## src/rtl/fact_mul_ctrl_if.sv

```systemverilog
// Handshake bundle between the factorial sequencer, its requester
// and the shared multiplier.
interface fact_mul_ctrl_if #(
    parameter int W = 64
);
    logic           op_start;
    logic           op_clear;
    logic [W-1:0]   n_value;
    logic [W-1:0]   result;
    logic           op_done;
    logic           overflow;
    logic           busy;
    logic           mul_clear;
    logic           mul_start;
    logic [W-1:0]   mul_a;
    logic [W-1:0]   mul_b;
    logic           mul_done;
    logic [2*W-1:0] mul_result;

    // Sequencer side: serves op requests, drives the multiplier.
    modport slave (
        input  op_start,
        input  op_clear,
        input  n_value,
        input  mul_done,
        input  mul_result,
        output result,
        output op_done,
        output overflow,
        output busy,
        output mul_clear,
        output mul_start,
        output mul_a,
        output mul_b
    );

    // Environment side: requester plus multiplier.
    modport master (
        output op_start,
        output op_clear,
        output n_value,
        output mul_done,
        output mul_result,
        input  result,
        input  op_done,
        input  overflow,
        input  busy,
        input  mul_clear,
        input  mul_start,
        input  mul_a,
        input  mul_b
    );
endinterface

```

## src/rtl/fact_mul_ctrl.sv

```systemverilog
// N! sequencer: walks a down-counter through the shared multiplier,
// one clear/start/done handshake per factor.
module fact_mul_ctrl #(
    parameter int W = 64
) (
    input  logic          clk,
    input  logic          reset_n,
    fact_mul_ctrl_if.slave bus
);

    typedef enum logic [2:0] {
        S_IDLE,
        S_CLEAR,
        S_START,
        S_WAIT,
        S_DONE
    } state_t;

    state_t       state_q, state_d;
    logic [W-1:0] acc_q, acc_d;
    logic [W-1:0] cnt_q, cnt_d;
    logic         ovf_q, ovf_d;
    logic         hi_nz;

    assign hi_nz = (bus.mul_result[2*W-1:W] != '0);

    // State, running product, counter and sticky overflow.
    always_ff @(posedge clk or negedge reset_n) begin
        if (!reset_n) begin
            state_q <= S_IDLE;
            acc_q   <= '0;
            cnt_q   <= '0;
            ovf_q   <= 1'b0;
        end else begin
            state_q <= state_d;
            acc_q   <= acc_d;
            cnt_q   <= cnt_d;
            ovf_q   <= ovf_d;
        end
    end

    // Next state; op_clear overrides every state.
    always_comb begin
        state_d = state_q;
        acc_d   = acc_q;
        cnt_d   = cnt_q;
        ovf_d   = ovf_q;
        if (bus.op_clear) begin
            state_d = S_IDLE;
            acc_d   = '0;
            ovf_d   = 1'b0;
        end else begin
            unique case (state_q)
                S_IDLE: begin
                    if (bus.op_start) begin
                        acc_d = W'(1);
                        cnt_d = bus.n_value;
                        ovf_d = 1'b0;
                        if (bus.n_value <= W'(1))
                            state_d = S_DONE;
                        else
                            state_d = S_CLEAR;
                    end
                end
                S_CLEAR: state_d = S_START;
                S_START: state_d = S_WAIT;
                S_WAIT: begin
                    if (bus.mul_done) begin
                        acc_d = bus.mul_result[W-1:0];
                        cnt_d = cnt_q - W'(1);
                        if (hi_nz) begin
                            ovf_d   = 1'b1;
                            state_d = S_DONE;
                        end else if (cnt_q == W'(2)) begin
                            state_d = S_DONE;
                        end else begin
                            state_d = S_CLEAR;
                        end
                    end
                end
                S_DONE: state_d = S_DONE;
                default: state_d = S_IDLE;
            endcase
        end
    end

    // Moore outputs, except the op_clear pass-through on mul_clear,
    // which is suppressed while reset is held.
    assign bus.mul_clear = reset_n &
                           ((state_q == S_CLEAR) | bus.op_clear);
    assign bus.mul_start = (state_q == S_START);
    assign bus.op_done   = (state_q == S_DONE);
    assign bus.busy      = (state_q == S_CLEAR) |
                           (state_q == S_START) |
                           (state_q == S_WAIT);
    assign bus.result    = acc_q;
    assign bus.overflow  = ovf_q;
    assign bus.mul_a     = acc_q;
    assign bus.mul_b     = cnt_q;

endmodule

```

## src/flat_wrapper.sv

```systemverilog
// flat-port wrapper written by rule: the top's interface ports become plain ports
module fact_mul_ctrl_flat 
#(
    parameter int W = 64
)
  (clk, reset_n, bus_op_start, bus_op_clear, bus_n_value, bus_mul_done, bus_mul_result, bus_result, bus_op_done, bus_overflow, bus_busy, bus_mul_clear, bus_mul_start, bus_mul_a, bus_mul_b);
  fact_mul_ctrl_if #(.W(W)) bus_i ();
  input  logic clk;
  input  logic reset_n;
  input wire logic [$bits(bus_i.op_start)-1:0] bus_op_start;
  input wire logic [$bits(bus_i.op_clear)-1:0] bus_op_clear;
  input wire logic [$bits(bus_i.n_value)-1:0] bus_n_value;
  input wire logic [$bits(bus_i.mul_done)-1:0] bus_mul_done;
  input wire logic [$bits(bus_i.mul_result)-1:0] bus_mul_result;
  output wire logic [$bits(bus_i.result)-1:0] bus_result;
  output wire logic [$bits(bus_i.op_done)-1:0] bus_op_done;
  output wire logic [$bits(bus_i.overflow)-1:0] bus_overflow;
  output wire logic [$bits(bus_i.busy)-1:0] bus_busy;
  output wire logic [$bits(bus_i.mul_clear)-1:0] bus_mul_clear;
  output wire logic [$bits(bus_i.mul_start)-1:0] bus_mul_start;
  output wire logic [$bits(bus_i.mul_a)-1:0] bus_mul_a;
  output wire logic [$bits(bus_i.mul_b)-1:0] bus_mul_b;
  assign bus_i.op_start = bus_op_start;
  assign bus_i.op_clear = bus_op_clear;
  assign bus_i.n_value = bus_n_value;
  assign bus_i.mul_done = bus_mul_done;
  assign bus_i.mul_result = bus_mul_result;
  assign bus_result = bus_i.result;
  assign bus_op_done = bus_i.op_done;
  assign bus_overflow = bus_i.overflow;
  assign bus_busy = bus_i.busy;
  assign bus_mul_clear = bus_i.mul_clear;
  assign bus_mul_start = bus_i.mul_start;
  assign bus_mul_a = bus_i.mul_a;
  assign bus_mul_b = bus_i.mul_b;
  fact_mul_ctrl #(.W(W)) u_core (.clk(clk), .reset_n(reset_n), .bus(bus_i));
endmodule
```

## config.mk

```make
export PLATFORM = sky130hd
export DESIGN_NAME = fact_mul_ctrl_flat
export DESIGN_NICKNAME = d
export VERILOG_FILES = /design/src/rtl/fact_mul_ctrl_if.sv /design/src/rtl/fact_mul_ctrl.sv /design/src/flat_wrapper.sv
export SDC_FILE = /design/constraint.sdc
export NUM_CORES = 1
export LEC_CHECK = 0
export ABC_AREA = 1
export CAP_MARGIN = 20
export CORE_ASPECT_RATIO = 0.8
export CORE_MARGIN = 2
export CORE_UTILIZATION = 39
export DETAILED_ROUTE_END_ITERATION = 10
export GPL_TIMING_DRIVEN = 1
export PLACE_DENSITY_LB_ADDON = 0.1
export SLEW_MARGIN = 30
export SYNTH_ARGS = -nofsm -noshare
export SYNTH_HDL_FRONTEND = slang
export SYNTH_SLANG_ARGS = --single-unit
```

## constraint.sdc

```tcl
create_clock -name clk -period 1.7 [get_ports clk]
set_input_delay 0.425 -clock clk [delete_from_list [all_inputs] [get_ports clk]]
set_output_delay 0.425 -clock clk [all_outputs]
set_load 0.005 [all_outputs]
```

==> summary.md, run 1 <==
| Metric | Value |
|---|---|
| Die width | 173.9 µm |
| Detailed Place HPWL | 29,770 µm |
| Final setup vio count | 139 |
| Cell taking the most area after synthesis | dfrtp_1 |
| Worst Path Arrival | 2.36 ns |
| Max frequency | 487.2 MHz |
| Syn nets | 1,605 |
| Pwr Density | 1362 nW/µm² |
| Pin count of the biggest net entering global routing | 75 |
| Worst setup EP type | register |
| Grt met1 use | 0.4301 |
| Worst R2R Start | u_core.state_q[2]$_DFFE_PN0P_ |
| Total CTS buffers | 17 |
| Clock skew | 0.01132 ns |
| # IOs | 394 |
| CP Launch Type | register |
| Commonest non-fill, non-tap cell in the layout | buf_4 |
| CP dominant cell by count | buf_6 |
| Syn Inst Count | 1,406 |
| Clock root cell | clkbuf_16 |
| Drt first pass iters | 8 |
| Sum Neg Setup Slack | -19.62 ns |
| Clock latency on the worst-skew pair | 0.44 ns |
| Worst slack, placed | -0.4730 ns |
| Synthesized flop and latch total | 132 |
| Final Wtd Congestion | 0.9901 |
| Crit Path Max Fanout | 10 |
| Vias in the first global route | 12.40k |
| Share of post-route cells with drive strength above 1 | 0.3672 |
| Worst-path clk slew | 0.06 ns |
| Max incr delay on CP | 0.38 ns |
| Drt total wl | 49,580 µm |
| Cells along the critical path | inv_2, buf_6, nand3_4, buf_4, buf_8, clkinv_8, buf_6, buf_16, nor2_1, nor2_4, a21oi_2, inv_1 |
| Post-route DRC | 0 |
| Initial core utilization | 0.3990 |
| Met3 usage | 0.09973 |
| Final Hold Viols | 0 |
| Most frequent cells in the layout | buf_4, nand2_1, clkdlybuf4s50_1 |
| DIE AREA | 24,320 µm² |
| Least-Margin Pin Slew | 0.6714 ns |
| Initial antenna violation count | 1 |
| Worst setup path start | u_core.state_q[2]$_DFFE_PN0P_ |
| I/O Buffers | 393 |
| Post-synthesis cell area | 9001 µm² |
| Final period utilization | 1.207 |
| Fill cells | 1,395 |
| Vias | 13.04k |
| Slowest CP cell | dfrtp_1 |
| Die H | 139.9 µm |
| Max Slew Vio Count | 0 |
| Post-DP Area | 14,520 µm² |
| RSZ-0062 raised after global routing | yes |
| Leak | 9.023 nW |
| Final min period | 2.052 ns |
| CP Class | reg2reg |
| Vias per cell | 5.335 |
| DRT iter0 DRCs | 1,280 |
| Max-cap violation count | 0 |
| Net count, final | 2,325 |
| CP Capture Point | u_core.bus.mul_b[24]$_DFFE_PN0P_ |
| Slew HR | 0.5524 |
| Post-synth top area share | 0.3670 |
| Final instance area | 18,610 µm² |
| FF-to-FF path depth | 12 |
| Sequential area share after synthesis | 0.3670 |
| Syn avg cell area | 6.402 µm² |
| Grt ovf | 0 |
| GRT Resource Usage Total | 0.3525 |
| Asr flop ratio synth | 1.000 |
| Final hold slack | 0.4917 ns |
| Wire per inst | 20.28 µm |
| Worst Hold Class | in2async |
| Ys Warns | 0 |
| Setup ws final | -0.3525 ns |
| Met2 usage | 0.5834 |
| Core Area | 22,560 µm² |
| CTS tree | done |
| Distinct cell type count after synthesis | 32 |
| Number of flops mapped to enable cells by yosys | 0 |
| Gr busiest metal | met2 |
| IR Drop Worst-Case VDD | 0.0009133 V |
| CTS Buffer Depth | 2 |
| First-pass GRT wire length | 66,850 µm |
| FF-to-FF End | u_core.bus.mul_b[24]$_DFFE_PN0P_ |
| CTS sink cnt | 132 |
| Row Count | 49 |
| Area Growth Syn to Fin | 106.8% |
| R2r setup slk | -0.35 ns |
| H-tree depth | 4 |
| ANT nets after route | 0 |
| Failing checks | negative setup slack |
| Data required, critical path | 2.01 ns |
| Status | finished with violations |
| Synth Flop Type | dfrtp_1 |
| Synth area leaders | dfrtp_1, nand2_1, nor2_1, o21ai_0, inv_1 |
==> where the power goes <==
part           switching (mW)  internal [mW]
clock                    1.63           2.62
sequential              0.869           4.07
combinational            8.24           7.93
==> state kept, by name, summed over array words and instances, names as in the netlist <==
signal / count
u_core.bus.mul_b: 64
u_core.bus.overflow: 1
u_core.bus.mul_a: 64
u_core.state_q: 3
==> critical path, delay by kind of cell, from the launching register on <==
family,cells,cell delay [ns]
buf+inv,8,0.94
flops,1,0.38
simple gates,3,0.44
compound gates,1,0.16
==> routing by layer <==
layer,routed length [µm],part of all wire
met5,0,0
met4,2942,0.059
met3,5095,0.10
met2,22610,0.46
met1,18930,0.38
==> per-stage QoR <==
step	total power, mW	util	std cells
after floorplan	9.053	-	1406
after global placement	14.96	0.6437	2231
after detailed placement	15.07	0.6437	2231
after CTS	22.51	0.7635	2405
after global routing	26.28	0.8250	2445
final	25.36	0.8250	2445
==> logic make-up after synthesis <==
group / synth area share
flops: 0.3670
xor+xnor: 0.01265
buf+inv: 0.1530
compound gates: 0.1091
fa+ha+maj: 0.002780
simple gates: 0.3554
==> synthesized netlist by cell type (all sizes together) (8+ instances only) <==
library cell and number:
nor2 308, nand3 120, buf 93, inv 175, o22ai 8, dfrtp 132, clkbuf 20, xor2 13
o21ai 145, nand2 335, a21oi 22, nand4 8
==> repair_timing <==
action,CTS,global route
endpoints found under the hold margin,12,0
buffers inserted,128,37
gates cloned,14,12
setup endpoints to repair,257,156
pin swaps,77,57
resized for setup,523,327
hold buffers,1,0
==> final cells by class <==
class / instances / area, µm² / area share
timing repair buffer: 813 / 7824 / 0.4203
multi-input combinational: 986 / 5749 / 0.3089
sequential: 132 / 3321 / 0.1784
inverter: 175 / 674.4 / 0.03623
clock buffer: 17 / 425.4 / 0.02286
tap: 306 / 382.9 / 0.02057
clock inverter: 14 / 227.7 / 0.01223
timing repair inverter: 1 / 6.256 / 0.0003361
antenna: 1 / 2.502 / 0.0001344
==> worst min-delay path by stage <==
| stage | from | endpoint | slack (ns) | depth (start not counted) |
|---|---|---|---|---|
| after CTS | reset_n | u_core.bus.mul_a[57]$_DFFE_PN0P_ | 0.49 | 3 |
| after detailed placement | reset_n | u_core.bus.mul_a[47]$_DFFE_PN0P_ | 0.41 | 2 |
| after floorplan | reset_n | u_core.bus.mul_a[0]$_DFFE_PN0P_ | 0.13 | 0 |
| after global placement | reset_n | u_core.bus.mul_a[57]$_DFFE_PN0P_ | 0.41 | 2 |
| final | reset_n | u_core.bus.mul_a[57]$_DFFE_PN0P_ | 0.49 | 3 |
| after global routing | reset_n | u_core.bus.mul_a[57]$_DFFE_PN0P_ | 0.52 | 3 |
Power figures use the tool's default switching activity.
==> run 2, diff against run 1 <==
ABC_AREA = 0   (was 1)
CORE_UTILIZATION = 36   (was 39)
==> run 2 against run 1 <==
The run still ends with negative setup slack left. Highest routed layer unchanged. Fmax shrank 28%. First-iteration DRC count shrank 37%. Global-route usage shrank 1.5 points. Sequential cell count is the same. Power shrank 46%. Critical endpoint is now u_core.bus.mul_b[48]$_DFFE_PN0P_. Combinational power shrank 64%. Cell count shrank 26%. Clock skew grew 0.0013 ns.
==> summary.md, run 2 <==
| Metric | Value |
|---|---|
| Status | finished with violations |
| Failing checks | negative setup slack |
| Max Slew Vio Count | 0 (unchanged) |
| Post-synth top area share | 0.4448 (+0.07785) |
| Asr flop ratio synth | 1.000 (unchanged) |
| CTS tree | done |
| Total CTS buffers | 17 (unchanged) |
| Worst R2R Start | u_core.bus.mul_b[37]$_DFFE_PN0P_ |
| Worst-path clk slew | 0.07 ns (about the same) |
| Die width | 164.6 µm (-5.3%) |
| Ys Warns | 0 (unchanged) |
| Most frequent cells in the layout | buf_4, clkdlybuf4s50_1, dlygate4sd2_1 |
| Net count, final | 1,721 (-26%) |
| Final period utilization | 1.678 (+0.4710) |
| Commonest non-fill, non-tap cell in the layout | buf_4 |
| Max-cap violation count | 0 (unchanged) |
| Vias per cell | 5.705 (+6.9%) |
| CP Capture Point | u_core.bus.mul_b[48]$_DFFE_PN0P_ |
| Vias in the first global route | 9,995 (-19%) |
| Synth area leaders | dfrtp_1, a22o_1, buf_4, nor4_1, a21oi_1 |
| Max frequency | 350.5 MHz (-28%) |
| CP Class | reg2reg |
| Cell taking the most area after synthesis | dfrtp_1 |
| Synth Flop Type | dfrtp_1 |
| Die H | 132.5 µm (-5.3%) |
| First-pass GRT wire length | 56,310 µm (-16%) |
| Clock skew | 0.01258 ns (+0.001251 ns) |
| Placed cell count | 1,611 (-28%) |
| Share of post-route cells with drive strength above 1 | 0.4072 (+0.04000) |
| Final Hold Viols | 0 (unchanged) |
| Initial antenna violation count | 2 (+1) |
| Slew HR | 0.5496 (-0.002771) |
| RSZ-0062 raised after global routing | yes |
| Grt ovf | 0 (unchanged) |
| DIE AREA | 21,800 µm² (-10%) |
| GRT Resource Usage Total | 0.3375 (-0.01500) |
| Drt total wl | 40,450 µm (-18%) |
| CP Launch Type | register |
| Worst setup EP type | register |
| # IOs | 394 (unchanged) |
| R2r setup slk | -1.15 ns (-0.80 ns) |
| CTS sink cnt | 132 (unchanged) |
| Worst Path Arrival | 3.20 ns (+0.84 ns) |
| Final Wtd Congestion | 0.9463 (-4.4%) |
| Drt first pass iters | 5 (-3) |
| Area Growth Syn to Fin | 121.6% |
| Crit Path Max Fanout | 3 (-7) |
| Clock latency on the worst-skew pair | 0.43 ns (about the same) |
| Worst Hold Class | reg2reg |
| Post-synthesis cell area | 7426 µm² (-18%) |
| Initial core utilization | 0.3708 (-0.02821) |
| Vias | 10.27k (-21%) |
| Core Area | 20,030 µm² (-11%) |
| Worst slack, placed | -1.138 ns (-0.6647 ns) |
| Syn nets | 1,022 (-36%) |
| FF-to-FF End | u_core.bus.mul_b[48]$_DFFE_PN0P_ |
| Synthesized flop and latch total | 132 (unchanged) |
| CTS Buffer Depth | 2 (unchanged) |
| Synth top cells by count | dfrtp_1, nor2_1, buf_4 |
| Syn Inst Count | 823 (-41%) |
| DRT iter0 DRCs | 803 (-37%) |
| Number of flops mapped to enable cells by yosys | 0 (unchanged) |
| Post-route DRC | 0 (unchanged) |
| Row Count | 46 (-6.1%) |
| IR Drop Worst-Case VDD | 0.0006623 V (-27%) |
| Setup ws final | -1.153 ns (-0.8007 ns) |
| ANT nets after route | 0 (unchanged) |
| Sequential area share after synthesis | 0.4448 (+0.07785) |
| Least-Margin Pin Slew | 0.6694 ns (-0.002017 ns) |
| Most frequent cell after synthesis | dfrtp_1 |
| Pwr Density | 834.7 nW/µm² (-39%) |
| Final min period | 2.853 ns (+0.8007 ns) |
| Worst setup path start | u_core.bus.mul_b[37]$_DFFE_PN0P_ |
| Data required, critical path | 2.04 ns (+0.03 ns) |
| Leak | 7.720 nW (-14%) |
| Pin count of the biggest net entering global routing | 112 (+49%) |
| Wire per inst | 22.46 µm (+11%) |
| Detailed Place HPWL | 25,140 µm (-16%) |
| Clock root cell | clkbuf_16 |
| Distinct cell type count after synthesis | 56 (+75%) |
| I/O Buffers | 393 (unchanged) |
| Syn avg cell area | 9.023 µm² (+41%) |
| Layout Cells excl Fill | 1,801 (-26%) |
| FF-to-FF path depth | 6 (-6) |
| Final setup vio count | 133 (-4.3%) |
| H-tree depth | 4 (unchanged) |
[run 2: cell types whose count changed after synthesis, moves of 37 or more]
| cell | previous run | this run |
|---|---|---|
| nand3_1 | 119 | 21 |
| o21ai_0 | 131 | 33 |
| inv_1 | 173 | 9 |
| nor4_1 | 0 | 50 |
| a21oi_1 | 22 | 59 |
| nor2_1 | 298 | 70 |
| a22o_1 | 0 | 63 |
| nand2_1 | 334 | 57 |
[run 2: how the worst min path moves through the flow]
stage / start / endpoint / depth (start not counted)
3_5_place_dp: reset_n / u_core.bus.mul_a[46]$_DFFE_PN0P_ / 2
6_report: u_core.bus.mul_a[52]$_DFFE_PN0P_ / u_core.bus.mul_a[52]$_DFFE_PN0P_ / 1
5_1_grt: u_core.bus.overflow$_DFFE_PN0P_ / u_core.bus.overflow$_DFFE_PN0P_ / 1
4_1_cts: u_core.bus.overflow$_DFFE_PN0P_ / u_core.bus.overflow$_DFFE_PN0P_ / 1
3_3_place_gp: reset_n / u_core.bus.mul_a[46]$_DFFE_PN0P_ / 2
2_1_floorplan: reset_n / u_core.bus.mul_a[0]$_DFFE_PN0P_ / 0
[run 2: cells by family (layout without fill, tap and decap cells)]
kind of cell               count (synthesis)  after routing  synth area share
AOI/OAI and AO/OA                        256            256            0.2413
xor gates and xnor gates                   1              1          0.001180
adders and majority gates                  2              2          0.003369
buffers and inverters                    127            838           0.09671
DFF                                      132            132            0.4448
other                                      0              2                 0
and+or+nand+nor                          305            306            0.2126
[run 2: stage by stage]
stage	hold WS, ns	setup TNS, ns	cell area [µm²]	total power [mW]	util
4_1_cts	0.4975	-43.01	15560	13.17	0.7767
2_1_floorplan	0.1294	-29.05	7740	5.441	-
3_3_place_gp	0.4454	-64.83	13320	8.647	0.6651
5_1_grt	0.5299	-62.88	16450	14.24	0.8215
3_5_place_dp	0.4473	-67.54	13320	8.703	0.6651
6_report	0.5166	-56.46	16450	13.73	0.8215
[run 2: critical path, cell delays in order (launching register included)]
cell and delay (ns):
dfrtp_1 0.38, or4_4 0.53, or4_4 0.51, or4_4 0.55, or4b_4 0.52, a21oi_2 0.13, a2bb2oi_1 0.15
[run 2: report_power, final]
part	leakage [nW]	internal [mW]	switching, mW
Sequential	1.67	3.61	0.316
Clock	0.305	2.40	1.61
Combinational	5.75	3.12	2.67
[run 2: timing repair]
item                       in CTS  in global routing
buffers inserted              109                 47
gates resized for setup       430                140
hold endpoints to repair       21                  0
cloned                         14                 10
setup endpoints to repair     323                162
pin swaps                      91                 87
hold buffers                    1                  0
[run 2: area by class of cell]
type | instances | area [µm²]
Antenna cell | 2 | 5.005
Clock buffer | 18 | 439.2
Clock inverter | 14 | 187.7
Fill cell | 1182 | 3575
Inverter | 9 | 33.78
Multi-Input combinational cell | 565 | 4427
Sequential cell | 132 | 3311
Tap cell | 264 | 330.3
Timing Repair Buffer | 797 | 7721
[run 2: layer usage]
layer,vias up,global-route usage,part of all wire
li1,4510,-,-
met1,4983,0.4240,0.38
met2,652,0.5549,0.48
met3,129,0.08746,0.096
met4,0,0.1333,0.043
met5,-,0,0
==> run 3, diff against run 2 <==
CORE_AREA = 2 2 152 154   (was default)
CORE_ASPECT_RATIO = default   (was 0.8)
CORE_MARGIN = default   (was 2)
CORE_UTILIZATION = default   (was 36)
CTS_CLUSTER_DIAMETER = 50   (was default)
DIE_AREA = 0 0 154 156   (was default)
clock period = 3.1 ns   (was 1.7 ns; I/O delays follow)
==> run 3 against run 2 <==
The run now ends clean. Power down 56%. Sequential share of layout area up 7.2 points. Sequential power down 40%. Clock power down 51%. Wire length down 22%. Critical endpoint is now u_core.state_q[2]$_DFFE_PN0P_. Largest cell class unchanged.
==> summary.md, run 3 (synthesized netlist as in run 2, its figures left out) <==
| Metric | Value |
|---|---|
| IR Drop Worst-Case VDD | 0.0002867 V (-57%) |
| Crit Path Max Fanout | 5 (+2) |
| Wire per inst | 21.50 µm (-4.3%) |
| Post_cts resized | 0 (-100%) |
| GRT Resource Usage Total | 0.2594 (-0.07803) |
| Final instance area | 12,090 µm² (-27%) |
| Status | finished, final reports clean |
| Multi-input logic area | 3452 µm² (-22%) |
| DRT iter0 DRCs | 551 (-31%) |
| Clock latency on the worst-skew pair | 0.42 ns (about the same) |
| Clock root cell | clkbuf_16 |
| Register Area | 3303 µm² (-0.23%) |
| CTS sink cnt | 132 (unchanged) |
| Vias | 8,206 (-20%) |
| Fill cells | 2,038 (+72%) |
| Max incr delay on CP | 0.54 ns (about the same) |
| Clock skew | 0.01214 ns (-0.0004375 ns) |
| Grt ovf | 0 (unchanged) |
| Final period utilization | 0.9383 (-0.7400) |
| Sum Neg Setup Slack | 0 ns (+56.46 ns) |
| Hold_buf cts | 0 (-1) |
| Final setup vio count | 0 (-100%) |
| Core Area | 22,370 µm² (+12%) |
| Power, Total | 6.085 mW (-56%) |
| Slew HR | 0.4553 (-0.09432) |
| Vias per cell | 5.601 (-1.8%) |
| Die width | 154 µm (-6.4%) |
| CP Class | reg2reg |
| H-tree depth | 4 (unchanged) |
| Vias in the first global route | 7,928 (-21%) |
| Post-DP Area | 11,510 µm² (-14%) |
| Final core utilization | 0.5404 (-0.2812) |
| WP buf/inv | 0 (unchanged) |
| Cells along the critical path | or4_1, or4_4, or4_4, o41ai_2, nand2_1, a221oi_2 |
| First-pass GRT wire length | 48,390 µm (-14%) |
| CTS Buffer Depth | 2 (unchanged) |
| Least-Margin Pin Slew | 0.8140 ns (+0.1446 ns) |
| Worst setup EP type | register |
| Setup Fix Bufs, Post-CTS | 0 (-100%) |
| Max-cap violation count | 0 (unchanged) |
| Pwr Density | 503.5 nW/µm² (-40%) |
| CP Launch Type | register |
| Area Growth Syn to Fin | 62.75% |
| Final Hold Viols | 0 (unchanged) |
| Max Slew Vio Count | 0 (unchanged) |
| Drt total wl | 31,500 µm (-22%) |
| Pin count of the biggest net entering global routing | 133 (+19%) |
| Drt first pass iters | 5 (unchanged) |
| Share of post-route cells with drive strength above 1 | 0.08475 (-0.3224) |
| Post-route DRC | 0 (unchanged) |
| ANT nets after route | 0 (unchanged) |
| Worst Path Arrival | 3.24 ns (+0.04 ns) |
| Final hold slack | 0.3904 ns (-0.1262 ns) |
| Final min period | 2.909 ns (+0.05570 ns) |
| I/O Buffers | 393 (unchanged) |
| Commonest non-fill, non-tap cell in the layout | clkdlybuf4s50_1 |
| Row Count | 55 (+20%) |
| CP dominant cell by count | or4_4 |
| Net count, final | 1,366 (-21%) |
| RSZ-0062 raised after global routing | no |
| Total CTS buffers | 17 (unchanged) |
| Worst Hold Class | in2async |
| Final Wtd Congestion | 0.9066 (-4.2%) |
| Most frequent cells in the layout | clkdlybuf4s50_1, dfrtp_1, nor2_1 |
| Detailed Place HPWL | 23,730 µm (-5.6%) |
| Data required, critical path | 3.43 ns (+1.39 ns) |
| Largest delay share family, worst path | simple AND/OR/NAND/NOR gates |
| Initial core utilization | 0.3320 (-0.03872) |
| Worst setup path start | u_core.bus.mul_b[36]$_DFFE_PN0P_ |
| Slowest CP cell | or4_1 |
| DIE AREA | 24,020 µm² (+10%) |
| Die H | 156 µm (+18%) |
| CTS tree | done |
| Worst R2R Start | u_core.bus.mul_b[36]$_DFFE_PN0P_ |
| Initial antenna violation count | 0 (-2) |
| Worst-path clk slew | 0.06 ns (about the same) |
| # IOs | 394 (unchanged) |
| Max frequency | 343.8 MHz (-1.9%) |
| Leak | 4.631 nW (-40%) |
| Antenna cells | 0 (-2) |
## run 3: cell types whose count changed in the layout (fill, tap and decap cells not counted), moves of 25 or more
cell,delta
dlygate4sd2_1,-156
buf_4,-233
buf_6,-80
clkdlybuf4s50_1,+198
a21oi_1,+29
a21oi_2,-25
## run 3: layout make-up
type / count / share of cell area
multi-input combinational: 564 / 0.2856
clock buffer: 19 / 0.03665
timing repair buffer: 443 / 0.3618
clock inverter: 13 / 0.01025
inverter: 9 / 0.002795
tap: 285 / 0.02951
sequential: 132 / 0.2733
## run 3: stage by stage
step / std cells / setup WS (ns)
floorplan: 823 / 0.3138
global placement: 1433 / 0.1603
detailed placement: 1433 / 0.1070
CTS: 1465 / 0.07774
global route: 1465 / 0.07436
finish: 1465 / 0.1911
## run 3: where the power goes
group          total, mW  internal, mW  switching (mW)
combinational       1.75          1.02           0.730
sequential          2.35          1.98           0.375
clock               1.98          1.14           0.843
## run 3: layer usage
metal / vias to the layer above / GRT usage / share of wire
met5: - / 0 / 0
met4: 0 / 0.06453 / 0.015
met3: 30 / 0.05278 / 0.079
met2: 404 / 0.4234 / 0.48
met1: 3983 / 0.3538 / 0.42
li1: 3789 / - / -
## run 3: final timing paths
| check | endpoint | cells after the start | slack, ns |
|---|---|---|---|
| min in group clk | u_core.bus.overflow$_DFFE_PN0P_ | 1 | 0.49 |
| setup reg to reg | u_core.state_q[2]$_DFFE_PN0P_ | 6 | 0.19 |
| max in group asynchronous | u_core.bus.mul_b[2]$_DFFE_PN0P_ | 2 | 2.05 |
| setup / recovery | u_core.state_q[2]$_DFFE_PN0P_ | 6 | 0.19 |
| hold reg to reg | u_core.bus.overflow$_DFFE_PN0P_ | 1 | 0.49 |
| hold / removal | u_core.bus.mul_a[2]$_DFFE_PN0P_ | 2 | 0.39 |
